===== config.mk =====
export PLATFORM = sky130hd
export DESIGN_NAME = instr_fetch_unit
export DESIGN_NICKNAME = d
export VERILOG_FILES = /design/src/rtl/cpu_pkg.sv /design/src/rtl/fetch_timeout_ctr.sv /design/src/rtl/instr_fetch_unit.sv
export SDC_FILE = /design/constraint.sdc
export NUM_CORES = 1
export LEC_CHECK = 0
export CAP_MARGIN = 0
export CORE_AREA = 2 2 106 108
export CTS_BUF_LIST = sky130_fd_sc_hd__clkbuf_4 sky130_fd_sc_hd__clkbuf_8
export CTS_CLUSTER_SIZE = 24
export DETAILED_ROUTE_END_ITERATION = 7
export DIE_AREA = 0 0 108 110
export PLACE_DENSITY = 0.94
export SKIP_LAST_GASP = 1
export SYNTH_ARGS = -nofsm -noshare
export SYNTH_HDL_FRONTEND = slang
export SYNTH_SLANG_ARGS = --single-unit

===== constraint.sdc =====
create_clock -name clk -period 2.6 [get_ports clk]
set_input_delay 0.65 -clock clk [delete_from_list [all_inputs] [get_ports clk]]
set_output_delay 0.65 -clock clk [all_outputs]
set_load 0.03 [all_outputs]

===== src/rtl/cpu_pkg.sv =====
// Types and constants shared by the fetch unit and the instruction decoder/controller
// of the single-cycle MIPS core.
package cpu_pkg;

  typedef enum logic [1:0] {
    BOOT = 2'd0,
    REQ  = 2'd1,
    HOLD = 2'd2,
    HALT = 2'd3
  } fetch_state_e;

  localparam int OP_MSB    = 31;
  localparam int OP_LSB    = 26;
  localparam int FUNCT_MSB = 5;

  localparam int WORD_BYTES = 4;

  // Primary opcodes; OP_MUL is the SPECIAL2 group, OP_NP the reserved no-op slot.
  localparam logic [5:0] OP_RTYPE = 6'h00;
  localparam logic [5:0] OP_LW    = 6'h23;
  localparam logic [5:0] OP_SW    = 6'h2b;
  localparam logic [5:0] OP_BEQ   = 6'h04;
  localparam logic [5:0] OP_BNE   = 6'h05;
  localparam logic [5:0] OP_ADDI  = 6'h08;
  localparam logic [5:0] OP_J     = 6'h02;
  localparam logic [5:0] OP_MUL   = 6'h1c;
  localparam logic [5:0] OP_NP    = 6'h3f;

  function automatic logic word_aligned(input logic [31:0] addr);
    return addr[1:0] == 2'b00;
  endfunction

endpackage


===== src/rtl/fetch_timeout_ctr.sv =====
// Saturating wait counter for an outstanding fetch; hit is high once the
// count has reached TIMEOUT-1.
module fetch_timeout_ctr #(
  parameter int TIMEOUT = 16
) (
  input  logic clk,
  input  logic rst_n,
  input  logic clr,
  input  logic en,
  output logic hit
);

  localparam int CW = (TIMEOUT > 2) ? $clog2(TIMEOUT) : 1;
  localparam logic [CW-1:0] LAST = CW'(TIMEOUT - 1);

  logic [CW-1:0] count;

  // NOTE: sequential state is updated with non-blocking assignments so every
  // flop samples the pre-edge values, regardless of process ordering.
  always_ff @(posedge clk or negedge rst_n) begin
    if (!rst_n) begin
      count <= '0;
    end else if (clr) begin
      count <= '0;
    end else if (en && count != LAST) begin
      count <= count + CW'(1);
    end
  end

  assign hit = (count == LAST);

endmodule


===== src/rtl/instr_fetch_unit.sv =====
// Instruction fetch unit: owns the PC, fetches over a req/ready handshake,
// holds the instruction for the decoder and applies the next-PC decision.
module instr_fetch_unit
  import cpu_pkg::*;
#(
  parameter logic [31:0] RESET_PC = 32'h0000_0000,
  parameter int          TIMEOUT  = 16
) (
  input  logic        clk,
  input  logic        rst_n,
  output logic        imem_req,
  output logic [31:0] imem_addr,
  input  logic        imem_ready,
  input  logic [31:0] imem_rdata,
  input  logic        stall,
  input  logic        redirect,
  input  logic [31:0] redirect_pc,
  input  logic        halt,
  output logic [31:0] instr,
  output logic [5:0]  op,
  output logic [5:0]  funct,
  output logic        instr_valid,
  output logic [31:0] pc,
  output logic [31:0] pc_plus4,
  output logic        halted,
  output logic        fetch_err
);

  fetch_state_e state, state_next;
  logic [31:0]  pc_next;
  logic         fetch_err_next;
  logic         capture;
  logic         wait_hit;

  fetch_timeout_ctr #(.TIMEOUT(TIMEOUT)) u_timeout (
    .clk   (clk),
    .rst_n (rst_n),
    .clr   ((state != REQ) || imem_ready),
    .en    ((state == REQ) && !imem_ready),
    .hit   (wait_hit)
  );

  // NOTE: every signal written here gets a default first, so no path through
  // the case statement can leave one unassigned and infer a latch.
  always_comb begin
    state_next     = state;
    pc_next        = pc;
    fetch_err_next = fetch_err;
    capture        = 1'b0;
    case (state)
      BOOT: state_next = REQ;
      REQ: begin
        if (imem_ready) begin
          capture    = 1'b1;
          state_next = HOLD;
        end else if (wait_hit) begin
          fetch_err_next = 1'b1;
          state_next     = HALT;
        end
      end
      HOLD: begin
        // Control inputs only matter once the datapath releases the instruction.
        if (!stall) begin
          if (halt) begin
            state_next = HALT;
          end else if (redirect) begin
            if (!word_aligned(redirect_pc)) begin
              fetch_err_next = 1'b1;
              state_next     = HALT;
            end else begin
              pc_next    = redirect_pc;
              state_next = REQ;
            end
          end else begin
            pc_next    = pc_plus4;
            state_next = REQ;
          end
        end
      end
      HALT:    state_next = HALT;
      default: state_next = HALT;
    endcase
  end

  always_ff @(posedge clk or negedge rst_n) begin
    if (!rst_n) begin
      state     <= BOOT;
      pc        <= RESET_PC;
      instr     <= '0;
      fetch_err <= 1'b0;
      halted    <= 1'b0;
    end else begin
      state     <= state_next;
      pc        <= pc_next;
      fetch_err <= fetch_err_next;
      halted    <= (state_next == HALT);
      if (capture) begin
        instr <= imem_rdata;
      end
    end
  end

  assign imem_req    = (state == REQ);
  assign imem_addr   = pc;
  assign instr_valid = (state == HOLD);
  assign pc_plus4    = pc + 32'(WORD_BYTES);
  assign op          = instr[OP_MSB:OP_LSB];
  assign funct       = instr[FUNCT_MSB:0];

endmodule


==> results_dict.tcl <==
set metrics [dict create \
    finalCriticalPeriod_ns 2.721 \
    status "finished, violations left" \
    synth_fp_nets 552 \
    rsz0062_at_grt "true" \
    die_area_mm2 0.01188 \
    cp.arrival_ns 2.07 \
    place_hpwl_mm 11.05 \
    critPathRequiredTime_ns 1.95 \
    intPower_mw 4.256 \
    drv_cap 0 \
    clk_pin_slew_worst_paths_ns 0.09 \
    finClkSkew_ns 0.01015 \
    fmax_ghz 0.3675 \
    root_buffer "clkbuf_8" \
    grt_pass1_vias 4589 \
    synthFlopType "dfrtp_1" \
    p_sw_mw 3.656 \
    timing.final.crit_share_pct 104.7 \
    p_clk_share_pct 11.2 \
    leakage_nw 3.175 \
    slew_violations 0 \
    placed_cells 798 \
    via_per_inst 5.650 \
    ant_nets 0 \
    cts_buffers 9 \
    critPathLaunchType "flop" \
    worst_pin_slew_ns 0.5672 \
    pre_cts_slack_ns 0.04698 \
    io_pins 214 \
    num_antenna_cells 0 \
    hold_path_class "in2async" \
    drive_gt1_share_pct 30.54 \
    critical_path_class "reg2out" \
    rows 38 \
    antenna_found_initial 0 \
    gp_congestion 0.8865 \
    grt_use_total_pct 25.13 \
    mostFrequentLayoutCells "182 x clkdlybuf4s50_1, 82 x buf_4, 58 x dfrtp_1" \
    initial_core_util_pct 42.48 \
    route.vias.total 4769 \
    grt_pass1_wl_mm 23.20 \
    slew_headroom_pct 62.18 \
    core_area_mm2 0.01070 \
    ys_top_cells_by_area "dfrtp_1 40%, mux2_2 8.7%, buf_4 7.6%" \
    path_max_fanout 3 \
    wl_per_cell_um 18.54 \
    fin_cells 844 \
    synth-seq-cells 72 \
    fp.dieH_um 110 \
    yosysTopAreaCellShare_pct 39.65 \
    fin_ws_ns -0.1211 \
    fin_nets 775 \
    cts_tree "built" \
    end_kind "primary output" \
    async_flop_share_pct 100.0 \
    p_sw_share_pct 46.20 \
    clock-sinks 72 \
    combPwrFrac_pct 64.9 \
    dr.pass1.iters 5 \
    violations "setup timing" \
    clockBufferDepth 2 \
    synth-seq-area-share_pct 39.65 \
    holdBufCountCts 0 \
    syn_inst 476 \
    p_seq_share_pct 24.0 \
    synth_warnings 0 \
    wirelength_mm 15.65 \
    irDropWorstVdd_mv 0.9633 \
    worstSkewPairLatency_ns 0.35 \
    dieWidth_um 108 \
    setup_viol 9 \
    synth_top_area_cell "dfrtp_1" \
    synth_edf_count 0 \
    grt_max_degree 52 \
    finalHoldViolations 0 \
    post-route-drc-count 0 \
    p_per_area_mw_per_mm2 1055 \
    place.port_buffers 213 \
    layout_commonest_cell "clkdlybuf4s50_1" \
    first_iter_violations 356 \
    grt_overflow 0 \
    synth.distinct_cells 50 \
    avgSynthCellArea_um2 9.547 \
    syn_area_mm2 0.004544 \
    cts_htree_levels 3 \
    synthToLayoutAreaGrowth_pct 64.98 \
]
-- per-stage QoR --
stage	utilization [%]	TNS [ns]	instance area, um2	power (mW)	hold WS [ns]
final	70.08	-0.6137	7497	7.912	0.2772
after global routing	70.08	-1.592	7497	8.278	0.3151
after CTS	68.80	-0.5669	7360	7.886	0.2895
after detailed placement	64.32	0	6880	6.809	0.4930
after global placement	64.32	0	6880	6.682	0.4639
after floorplan	-	-0.003293	4721	4.964	0.3544
-- area by class of cell --
class | instances | area [um2]
Multi-Input combinational cell | 315 | 2504
Sequential cell | 72 | 1819
Tap cell | 140 | 175.2
Inverter | 9 | 33.78
Timing Repair Buffer | 292 | 2770
Fill cell | 735 | 3201
Clock inverter | 7 | 71.32
Clock buffer | 9 | 123.9
-- sequential cells by signal, summed over array words and instances, names as in the netlist --
name / count
u_timeout.count: 4
state: 2
fetch_err: 1
imem_addr: 32
instr: 32
halted: 1
-- cell usage after synthesis, types with 4 or more instances --
cell type,count
buf_1,4
o21a_1,12
o211ai_1,8
a41o_1,4
a31oi_1,6
nand2_1,35
o22a_1,7
xnor2_1,15
mux2_2,35
nor4_1,4
buf_2,8
a21oi_1,7
nor2_1,20
nand3_1,17
xor2_1,14
and4_1,4
nor3_1,14
or3_1,5
a22oi_1,4
o2bb2ai_1,6
clkbuf_1,22
and3_1,12
nand4_1,11
ha_1,6
dfrtp_1,72
buf_4,46
mux2i_1,4
inv_1,8
a211o_1,4
o21ai_0,29
-- cell families after synthesis --
group	after synthesis	synth area share (%)
AND/OR/NAND/NOR	141	16.80
AO/OA/AOI/OAI	100	15.39
buffers and inverters	89	11.37
flip-flops	72	39.65
multiplexers	39	9.554
XOR/XNOR	29	5.589
adder cells (fa/ha/maj)	6	1.652
-- worst max-delay path, cell delays in order, from the launching register on --
cell and delay (ns):
dfrtp_1 0.36, nand4_1 0.15, or3_4 0.47, nor4_4 0.38, xor2_2 0.21, buf_12 0.14
-- power by group through the flow --
stage | combinational (mW) | sequential, mW | clock, mW
4_1_cts | 5.10 | 1.89 | 0.898
3_3_place_gp | 4.80 | 1.88 | 0
3_5_place_dp | 4.87 | 1.94 | 0
5_1_grt | 5.39 | 1.94 | 0.951
6_report | 5.13 | 1.90 | 0.884
2_1_floorplan | 2.24 | 2.73 | 0
-- final timing paths --
path                                           start                         to  slack [ns]  cells past startpoint
min                                            rst_n  imem_addr[22]$_DFFE_PN0P_        0.28                      1
max                        imem_addr[16]$_DFFE_PN0P_               pc_plus4[31]       -0.12                      5
max reg2reg                       state[0]$_DFF_PN0_  imem_addr[29]$_DFFE_PN0P_        0.26                      7
max in group asynchronous                      rst_n      instr[16]$_DFFE_PN0P_        1.63                      2
min in group clk                instr[6]$_DFFE_PN0P_       instr[6]$_DFFE_PN0P_        0.51                      1
min reg2reg                     instr[6]$_DFFE_PN0P_       instr[6]$_DFFE_PN0P_        0.51                      1
-- timing repair --
| action | CTS | global route |
|---|---|---|
| pin swaps | 11 | 9 |
| gates cloned | 1 | 0 |
| endpoints found under the setup margin | 22 | 21 |
| resized for setup | 25 | 24 |
| buffers inserted | 23 | 6 |
-- per-layer routing --
layer	vias up	global-route usage [%]	wire length, um
li1	2111	-	-
met1	2314	30.10	5697
met2	294	43.89	8013
met3	50	5.291	1469
met4	0	10.81	470
met5	-	0	0
No activity file was read; power rests on OpenSTA's default activity.
